[config.mk]
export PLATFORM = sky130hd
export DESIGN_NAME = mem_bus_arbiter
export DESIGN_NICKNAME = d
export VERILOG_FILES = /design/src/rtl/mem_bus_arbiter.sv
export SDC_FILE = /design/constraint.sdc
export NUM_CORES = 1
export LEC_CHECK = 0
export CORE_UTILIZATION = 45
export CTS_CLUSTER_SIZE = 10
export DETAILED_ROUTE_END_ITERATION = 7
export HOLD_SLACK_MARGIN = 0.08
export PLACE_DENSITY = 0.92
export SYNTH_ARGS = -nofsm -noshare
export SYNTH_HDL_FRONTEND = slang
export SYNTH_SLANG_ARGS = --single-unit
[constraint.sdc]
create_clock -name clk -period 3.5 [get_ports clk]
set_input_delay 0.35 -clock clk [delete_from_list [all_inputs] [get_ports clk]]
set_output_delay 0.35 -clock clk [all_outputs]
set_load 0.01 [all_outputs]
[src/rtl/mem_bus_arbiter.sv]
// mem_bus_arbiter: one classic Wishbone master shared by the fetch and data ports, data port first.
// Define BUS_TIMEOUT_EN to abort bus cycles that are not acknowledged within TIMEOUT_CYCLES.
module mem_bus_arbiter #(
    parameter int ADDR_WIDTH     = 32,
    parameter int DATA_WIDTH     = 32,
    parameter int TIMEOUT_CYCLES = 255
) (
    input  logic                    clk,
    input  logic                    reset,
    input  logic                    if_req,
    input  logic [ADDR_WIDTH-1:0]   if_addr,
    output logic [DATA_WIDTH-1:0]   if_rdata,
    output logic                    if_busy,
    input  logic                    mem_req,
    input  logic                    mem_we,
    input  logic [ADDR_WIDTH-1:0]   mem_addr,
    input  logic [DATA_WIDTH-1:0]   mem_wdata,
    input  logic [DATA_WIDTH/8-1:0] mem_sel,
    output logic [DATA_WIDTH-1:0]   mem_rdata,
    output logic                    mem_busy,
    output logic                    bus_err,
    output logic                    wb_cyc_o,
    output logic                    wb_stb_o,
    output logic                    wb_we_o,
    output logic [ADDR_WIDTH-1:0]   wb_adr_o,
    output logic [DATA_WIDTH-1:0]   wb_dat_o,
    output logic [DATA_WIDTH/8-1:0] wb_sel_o,
    input  logic [DATA_WIDTH-1:0]   wb_dat_i,
    input  logic                    wb_ack_i
);

    localparam int SEL_WIDTH = DATA_WIDTH / 8;

    typedef enum logic [2:0] {
        IDLE,
        MEM_ACC,
        IF_ACC,
        MEM_DONE,
        IF_DONE
    } state_t;

    state_t                state_q, state_d;
    logic                  cyc_q, cyc_d;
    logic                  we_q, we_d;
    logic [ADDR_WIDTH-1:0] adr_q, adr_d;
    logic [DATA_WIDTH-1:0] dat_q, dat_d;
    logic [SEL_WIDTH-1:0]  sel_q, sel_d;
    logic [DATA_WIDTH-1:0] if_rdata_q, if_rdata_d;
    logic [DATA_WIDTH-1:0] mem_rdata_q, mem_rdata_d;
    logic                  timeout_hit;

    if (TIMEOUT_CYCLES < 1) begin : g_bad_timeout
        $error("TIMEOUT_CYCLES must be at least 1");
    end

`ifdef BUS_TIMEOUT_EN
    localparam int CNT_RAW   = $clog2(TIMEOUT_CYCLES + 1);
    localparam int CNT_WIDTH = (CNT_RAW < 8) ? 8 : ((CNT_RAW > 32) ? 32 : CNT_RAW);

    logic [CNT_WIDTH-1:0] cnt_q, cnt_d;
    logic                 bus_err_q, bus_err_d;
    logic                 in_access;

    assign in_access = (state_q == MEM_ACC) || (state_q == IF_ACC);

    // Counter is zero on the first access cycle and counts unacknowledged cycles.
    always_comb begin
        cnt_d = cnt_q;
        if (state_q == IDLE) begin
            cnt_d = '0;
        end else if (in_access && !wb_ack_i) begin
            cnt_d = cnt_q + CNT_WIDTH'(1);
        end
    end

    assign timeout_hit = in_access && !wb_ack_i &&
                         (cnt_q == CNT_WIDTH'(TIMEOUT_CYCLES - 1));
    assign bus_err_d   = timeout_hit;

    always_ff @(posedge clk or negedge reset) begin
        if (!reset) begin
            cnt_q     <= '0;
            bus_err_q <= 1'b0;
        end else begin
            cnt_q     <= cnt_d;
            bus_err_q <= bus_err_d;
        end
    end

    assign bus_err = bus_err_q;
`else
    assign timeout_hit = 1'b0;
    assign bus_err     = 1'b0;
`endif

    always_comb begin
        state_d     = state_q;
        cyc_d       = cyc_q;
        we_d        = we_q;
        adr_d       = adr_q;
        dat_d       = dat_q;
        sel_d       = sel_q;
        if_rdata_d  = if_rdata_q;
        mem_rdata_d = mem_rdata_q;

        unique case (state_q)
            IDLE: begin
                if (mem_req) begin
                    state_d = MEM_ACC;
                    cyc_d   = 1'b1;
                    we_d    = mem_we;
                    adr_d   = mem_addr;
                    dat_d   = mem_wdata;
                    sel_d   = mem_sel;
                end else if (if_req) begin
                    state_d = IF_ACC;
                    cyc_d   = 1'b1;
                    we_d    = 1'b0;
                    adr_d   = if_addr;
                    sel_d   = '1;
                end
            end
            MEM_ACC: begin
                if (wb_ack_i) begin
                    state_d = MEM_DONE;
                    cyc_d   = 1'b0;
                    if (!we_q) begin
                        mem_rdata_d = wb_dat_i;
                    end
                end else if (timeout_hit) begin
                    state_d     = MEM_DONE;
                    cyc_d       = 1'b0;
                    mem_rdata_d = '0;
                end
            end
            IF_ACC: begin
                if (wb_ack_i) begin
                    state_d    = IF_DONE;
                    cyc_d      = 1'b0;
                    if_rdata_d = wb_dat_i;
                end else if (timeout_hit) begin
                    state_d    = IF_DONE;
                    cyc_d      = 1'b0;
                    if_rdata_d = '0;
                end
            end
            // A completion always passes through IDLE so the winner is re-arbitrated.
            MEM_DONE, IF_DONE: begin
                state_d = IDLE;
            end
            default: begin
                state_d = IDLE;
            end
        endcase
    end

    always_ff @(posedge clk or negedge reset) begin
        if (!reset) begin
            state_q     <= IDLE;
            cyc_q       <= 1'b0;
            we_q        <= 1'b0;
            adr_q       <= '0;
            dat_q       <= '0;
            sel_q       <= '0;
            if_rdata_q  <= '0;
            mem_rdata_q <= '0;
        end else begin
            state_q     <= state_d;
            cyc_q       <= cyc_d;
            we_q        <= we_d;
            adr_q       <= adr_d;
            dat_q       <= dat_d;
            sel_q       <= sel_d;
            if_rdata_q  <= if_rdata_d;
            mem_rdata_q <= mem_rdata_d;
        end
    end

    assign wb_cyc_o  = cyc_q;
    assign wb_stb_o  = cyc_q;
    assign wb_we_o   = we_q;
    assign wb_adr_o  = adr_q;
    assign wb_dat_o  = dat_q;
    assign wb_sel_o  = sel_q;
    assign if_rdata  = if_rdata_q;
    assign mem_rdata = mem_rdata_q;

    // Busy drops for exactly the one DONE cycle so the pipeline advances once.
    assign mem_busy = mem_req && (state_q != MEM_DONE);
    assign if_busy  = if_req && (state_q != IF_DONE);

endmodule

==> qor.yml, run 1 <==
route:
  detail_route.first_pass.iterations: 4
  wirelength_um: 15900
  wire_per_inst_um: 19.6
  routed_via_density: 4.96
  ant_nets: 0
  drt_iter0_markers: 170
  drc: 0
  vias: 4024
worst_setup_path:
  cp-end-kind: "output pin"
  crit_path_max_fanout: 8
  cpMaxStageDelayCell: "clkdlybuf4s50_1"
  r2r-start: "state_q[2]"
  r2r_slack_ps: 1450
  crit_arrival_ps: 1880
  r2r-end: "mem_rdata[17]"
  rr_worst_depth: 3
  slowest_delay_ps: 650
  critPathBufInv: 1
  critPathTopFamily: "buffers and inverters"
  startpoint_type: "flop"
  required_ps: 3150
  crit_type: "flop to output pin"
  crit_chain: "nor2_1, a21boi_0, clkdlybuf4s50_1"
synthesis:
  ys_types: 26
  yosys_register_bits: 137
  yosys_warnings: 0
  syn_area_um2: 5910
  ys_seq_area_share_pct: 58.0
  syn_inst: 349
  synth_nets: 487
  syn_area_per_cell_um2: 16.9
status:
  status: "finished, final reports clean"
floorplanning:
  fp.dieH_um: 117
  die_w_um: 117
  core_um2: 12700
  start_util_pct: 46.5
  die_area_um2: 13600
  fp-row-count: 41
  io-pin-count: 276
sta:
  rsz0062_at_grt: "no"
  drv_slew: 0
  min_period_ps: 2230
  timing.setup.tns_ps: 0
  finalCritPeriodShare_pct: 63.7
  max_freq_mhz: 448
  setup_viol: 0
  relSlewSlack_pct: 37.2
  max_slew.worst_pin.slew_ps: 942
  finalHoldViolCount: 0
  fin_skew_ps: 7.44
grt:
  first_global_vias: 4436
  grt_pass1_wl_um: 24000
  grt_busiest_layer: "met2"
  gr-usage-met3_pct: 8.87
  met1_usage_pct: 25.3
  grt_max_degree: 106
  grt_use_met2_pct: 43.4
  grt_antenna_before_repair: 0
  overflow: 0
  track_usage_pct: 24.0
final_layout:
  fin_util_pct: 73.0
  drive_above_1_share_pct: 31.9
  diodes: 0
  finalNetCount: 765
  seq_area_um2: 3430
  area_growth_pct: 57.1
  multi_input_area_um2: 2250
  fill_cells: 807
clock_network:
  cts-buffers-inserted: 17
  cts_setup_buffers: 0
  clkLatencyLatePin_ps: 420
  cts.repair.resized: 0
  clk_pin_slew_ps: 60
  numClockSinks: 137
  cts_buffer_depth: 2
  cts_htree_levels: 4
  cts_tree: "built"
  cts_hold_buf: 0
  cts_root_buf: "clkbuf_16"
hold_path:
  min_path_type: "primary input to async pin"
power_and_ir_drop:
  intPower_mw: 6.12
  comb_power_share_pct: 45.8
  peakVddDrop_v: 0.000484
  switching_share_pct: 30.0
  seqPwrFrac_pct: 33.5
  powerDensity_nw_per_um2: 941
  p_leak_nw: 3.95
  clockPowerShare_pct: 20.8
  netSwitchingPower_mw: 2.62
placed_design:
  place_hpwl_um: 11300
  port-buffer-count: 274
  routabilityCongestion: 0.754
run:
  max_cap_violations: 0
[metrics by stage]
stage          area, µm²  cells  worst slack [ps]  total power [mW]  hold slack (ps)
2_1_floorplan       5910    349              1940              4.88             54.4
3_3_place_gp        8690    780              1140              6.75              487
3_5_place_dp        8690    780              1100              6.91              493
4_1_cts             9290    812              1260              8.81             86.9
5_1_grt             9290    812              1170              9.15              143
6_report            9290    812              1270              8.74             46.0
[cells in the final DEF, fill, tap and decap left out, drive strengths merged, types with 2 or more instances in the layout]
cell,n
nor2,6
clkbuf,18
clkinvlp,3
nor2b,2
nor3,2
buf,7
nand2,3
and2,2
clkinv,6
bufinv,3
inv,5
o22a,4
clkdlybuf4s50,273
mux2,160
dfrtp,137
[layer usage]
layer  vias to the layer above  wire length [µm]
li1                       1793                 -
met1                      2021              5770
met2                       182              8380
met3                        28              1400
met4                         0               327
met5                         -                 0
[area by class of cell]
cell class                 instances  area share (%)
timing repair buffer             280            30.0
multi-input combinational        188            24.2
clock buffer                      18            4.62
clock inverter                    14            1.84
tap                              172            2.32
sequential                       137            36.9
inverter                           3           0.121
[cells by family (layout without fill, tap and decap cells)]
| logic type | after synthesis | after routing | share of synthesized area, % |
|---|---|---|---|
| AO/OA/AOI/OAI | 10 | 10 | 1.44 |
| buffers and inverters | 24 | 315 | 4.21 |
| flip-flops | 137 | 137 | 58.0 |
| multiplexers | 160 | 160 | 34.7 |
| other | 1 | 1 | 0.0634 |
| AND/OR/NAND/NOR | 17 | 17 | 1.61 |
[power groups by stage]
stage               registers, mW  logic [mW]  clock network, mW
floorplan                    3.21        1.67                  0
global placement             2.86        3.89                  0
detailed placement           2.92        4.00                  0
CTS                          2.93        4.04               1.84
global route                 3.01        4.23               1.92
finish                       2.92        4.00               1.82
[synthesized netlist by cell type]
cell | n | area (µm²)
buf_4 | 3 | 22.5
nor3_1 | 1 | 5.00
buf_2 | 4 | 20.0
and2_4 | 1 | 8.76
dfrtp_1 | 137 | 3430
conb_1 | 1 | 3.75
buf_6 | 6 | 67.6
and3b_1 | 1 | 8.76
nor3_2 | 1 | 10.0
mux2_2 | 93 | 1050
a22o_1 | 1 | 8.76
clkbuf_1 | 2 | 7.51
and2_1 | 1 | 6.26
inv_1 | 3 | 11.3
a21boi_0 | 1 | 7.51
o2bb2ai_1 | 1 | 8.76
nor2b_2 | 2 | 17.5
a221oi_1 | 1 | 8.76
nand3_1 | 1 | 5.00
o21bai_1 | 1 | 7.51
a2111oi_0 | 1 | 8.76
nor2_1 | 6 | 22.5
buf_12 | 6 | 120
mux2_4 | 67 | 1010
o22a_1 | 4 | 35.0
nand2_1 | 3 | 11.3
[sequential cells by signal, indices dropped and copies added (netlist names)]
signal and count:
wb_adr_o 32, state_q 3, wb_we_o 1, mem_rdata 32, wb_sel_o 4, if_rdata 32
wb_dat_o 32, wb_cyc_o 1
[worst max-delay path by stage]
stage,cells past startpoint,slack (ps),endpoint,start
after floorplan,4,1940,wb_adr_o[18],mem_req
after global placement,4,1140,mem_rdata[24],wb_ack_i
after detailed placement,4,1100,mem_rdata[12],wb_ack_i
after CTS,3,1260,if_busy,state_q[0]
after global routing,3,1170,if_busy,state_q[0]
final,3,1270,if_busy,state_q[0]
(Power assumes the default switching activity.)
==> run 2, diff against run 1 <==
Settings changed: CORE_UTILIZATION 45 to 41, PLACE_DENSITY 0.92 to 0.85.
Clock period 3.5 ns to 2.2 ns, I/O delays scaled along.
==> run 2 against run 1 <==
Global-route usage fell by 3.9 points. First-iteration DRC count fell by 1.2%. Cell count up 0.99%. Clock power is 63% higher. Clock skew up 2.4 ps. Core utilization decreased by 6.0 points. Count of clock-buffer cells in the layout down 1. Worst hold slack improved by 360 ps. Non-clock buffer count is the same. Via count is 1.2% lower. Combinational power is 59% higher. Critical path type unchanged.
==> qor.yml, run 2 (synthesis gave the netlist of run 1 again) <==
floorplanning:
  die_w_um: 122
  io-pin-count: 276
  die_area_um2: 14900
  start_util_pct: 42.3
  fp-row-count: 43
  fp.dieH_um: 122
  core_um2: 14000
power_and_ir_drop:
  switching_share_pct: 29.0
  seqPwrFrac_pct: 33.1
  p_leak_nw: 3.99
  comb_power_share_pct: 45.6
  peakVddDrop_v: 0.000715
  intPower_mw: 9.88
  clockPowerShare_pct: 21.3
  netSwitchingPower_mw: 4.03
  powerDensity_nw_per_um2: 1480
placed_design:
  port-buffer-count: 274
  routabilityCongestion: 0.735
  place_hpwl_um: 10500
  dp_cells: 787
  placed_area_um2: 8740
final_layout:
  finalNetCount: 765
  final_common_cell: "clkdlybuf4s50_1"
  finalNonFillerCells: 820
  fill_cells: 967
  diodes: 0
  final_cell_mix: "clkdlybuf4s50_1 (273), dfrtp_1 (137), mux2_2 (93)"
  fin_util_pct: 67.0
  area_growth_pct: 58.6
  drive_above_1_share_pct: 31.9
  finalInstanceArea_um2: 9380
route:
  wirelength_um: 14600
  vias: 3977
  wire_per_inst_um: 17.8
  ant_nets: 0
  drc: 0
  drt_iter0_markers: 168
  routed_via_density: 4.85
  detail_route.first_pass.iterations: 4
clock_network:
  cts_tree: "built"
  cts-buffers-inserted: 17
  clkLatencyLatePin_ps: 410
  cts_buffer_depth: 2
  cts_hold_buf: 1
  cts_setup_buffers: 0
  cts_htree_levels: 4
  cts.repair.resized: 0
  clk_pin_slew_ps: 60
  cts_root_buf: "clkbuf_16"
  numClockSinks: 137
worst_setup_path:
  crit_chain: "nor2_1, a21boi_0, clkdlybuf4s50_1"
  crit_arrival_ps: 1760
  startpoint_type: "flop"
  endpoint: "if_busy"
  cp-end-kind: "output pin"
  required_ps: 1980
  startpoint: "state_q[0]"
  cpMaxStageDelayCell: "clkdlybuf4s50_1"
  critPathTopFamily: "buffers and inverters"
  path_depth: 3
  crit_type: "flop to output pin"
  r2r-start: "state_q[2]"
  rr_worst_depth: 3
  slowest_delay_ps: 580
  r2r-end: "wb_dat_o[10]"
  critPathBufInv: 1
  crit_path_max_fanout: 8
  r2r_slack_ps: 370
run:
  max_cap_violations: 0
sta:
  relSlewSlack_pct: 52.4
  drv_slew: 0
  fin_skew_ps: 9.81
  timing.setup.tns_ps: 0
  finalHoldViolCount: 0
  whs_ps: 407
  max_freq_mhz: 504
  finalCritPeriodShare_pct: 90.2
  setup_viol: 0
  max_slew.worst_pin.slew_ps: 714
  min_period_ps: 1980
  rsz0062_at_grt: "no"
grt:
  first_global_vias: 4303
  grt_antenna_before_repair: 0
  grt_pass1_wl_um: 22500
  grt_max_degree: 138
  track_usage_pct: 20.1
  overflow: 0
status:
  status: "finished, final reports clean"
hold_path:
  min_from: "mem_sel[3]"
  min_path_type: "primary input to flop"
[run 2: cell count changes in the layout (fill, tap and decap cells not counted)]
| cell | delta |
|---|---|
| clkinvlp_4 | -1 |
| clkbuf_1 | -1 |
| dlygate4sd3_1 | +1 |
| buf_4 | -5 |
| bufinv_16 | +1 |
| buf_12 | +4 |
| clkinv_2 | +1 |
[run 2: cell type report]
cell class / instances / area [µm²] / share of cell area [%]
Multi-Input combinational cell: 188 / 2250 / 24.0
Clock inverter: 15 / 199 / 2.12
Inverter: 3 / 11.3 / 0.120
Timing Repair Buffer: 280 / 2840 / 30.3
Sequential cell: 137 / 3430 / 36.6
Tap cell: 180 / 225 / 2.40
Clock buffer: 17 / 425 / 4.54
[run 2: power by group through the flow]
stage	Combinational (mW)	Clock (mW)	Sequential, mW
2_1_floorplan	2.66	0	5.10
3_3_place_gp	6.25	0	4.53
3_5_place_dp	6.39	0	4.61
4_1_cts	6.42	3.04	4.61
5_1_grt	6.71	3.16	4.76
6_report	6.35	2.96	4.60
[run 2: routing by layer]
layer  global-route usage [%]  routed length [µm]
met1                     22.2                5430
met4                     9.53                 433
met2                     34.9                7550
met3                     6.60                1170
met5                        0                   0
[run 2: how the worst min path moves through the flow]
stage                    endpoint  cells past startpoint
global route         wb_dat_o[31]                      2
global placement    mem_rdata[10]                      2
finish                wb_sel_o[3]                      2
CTS                   wb_sel_o[3]                      2
floorplan             if_rdata[0]                      0
detailed placement   mem_rdata[9]                      2
[run 2: per-stage QoR]
stage,setup WS [ps],total power [mW]
after floorplan,665,7.76
after global placement,315,10.8
after detailed placement,280,11.0
after CTS,189,14.1
after global routing,121,14.6
final,215,13.9
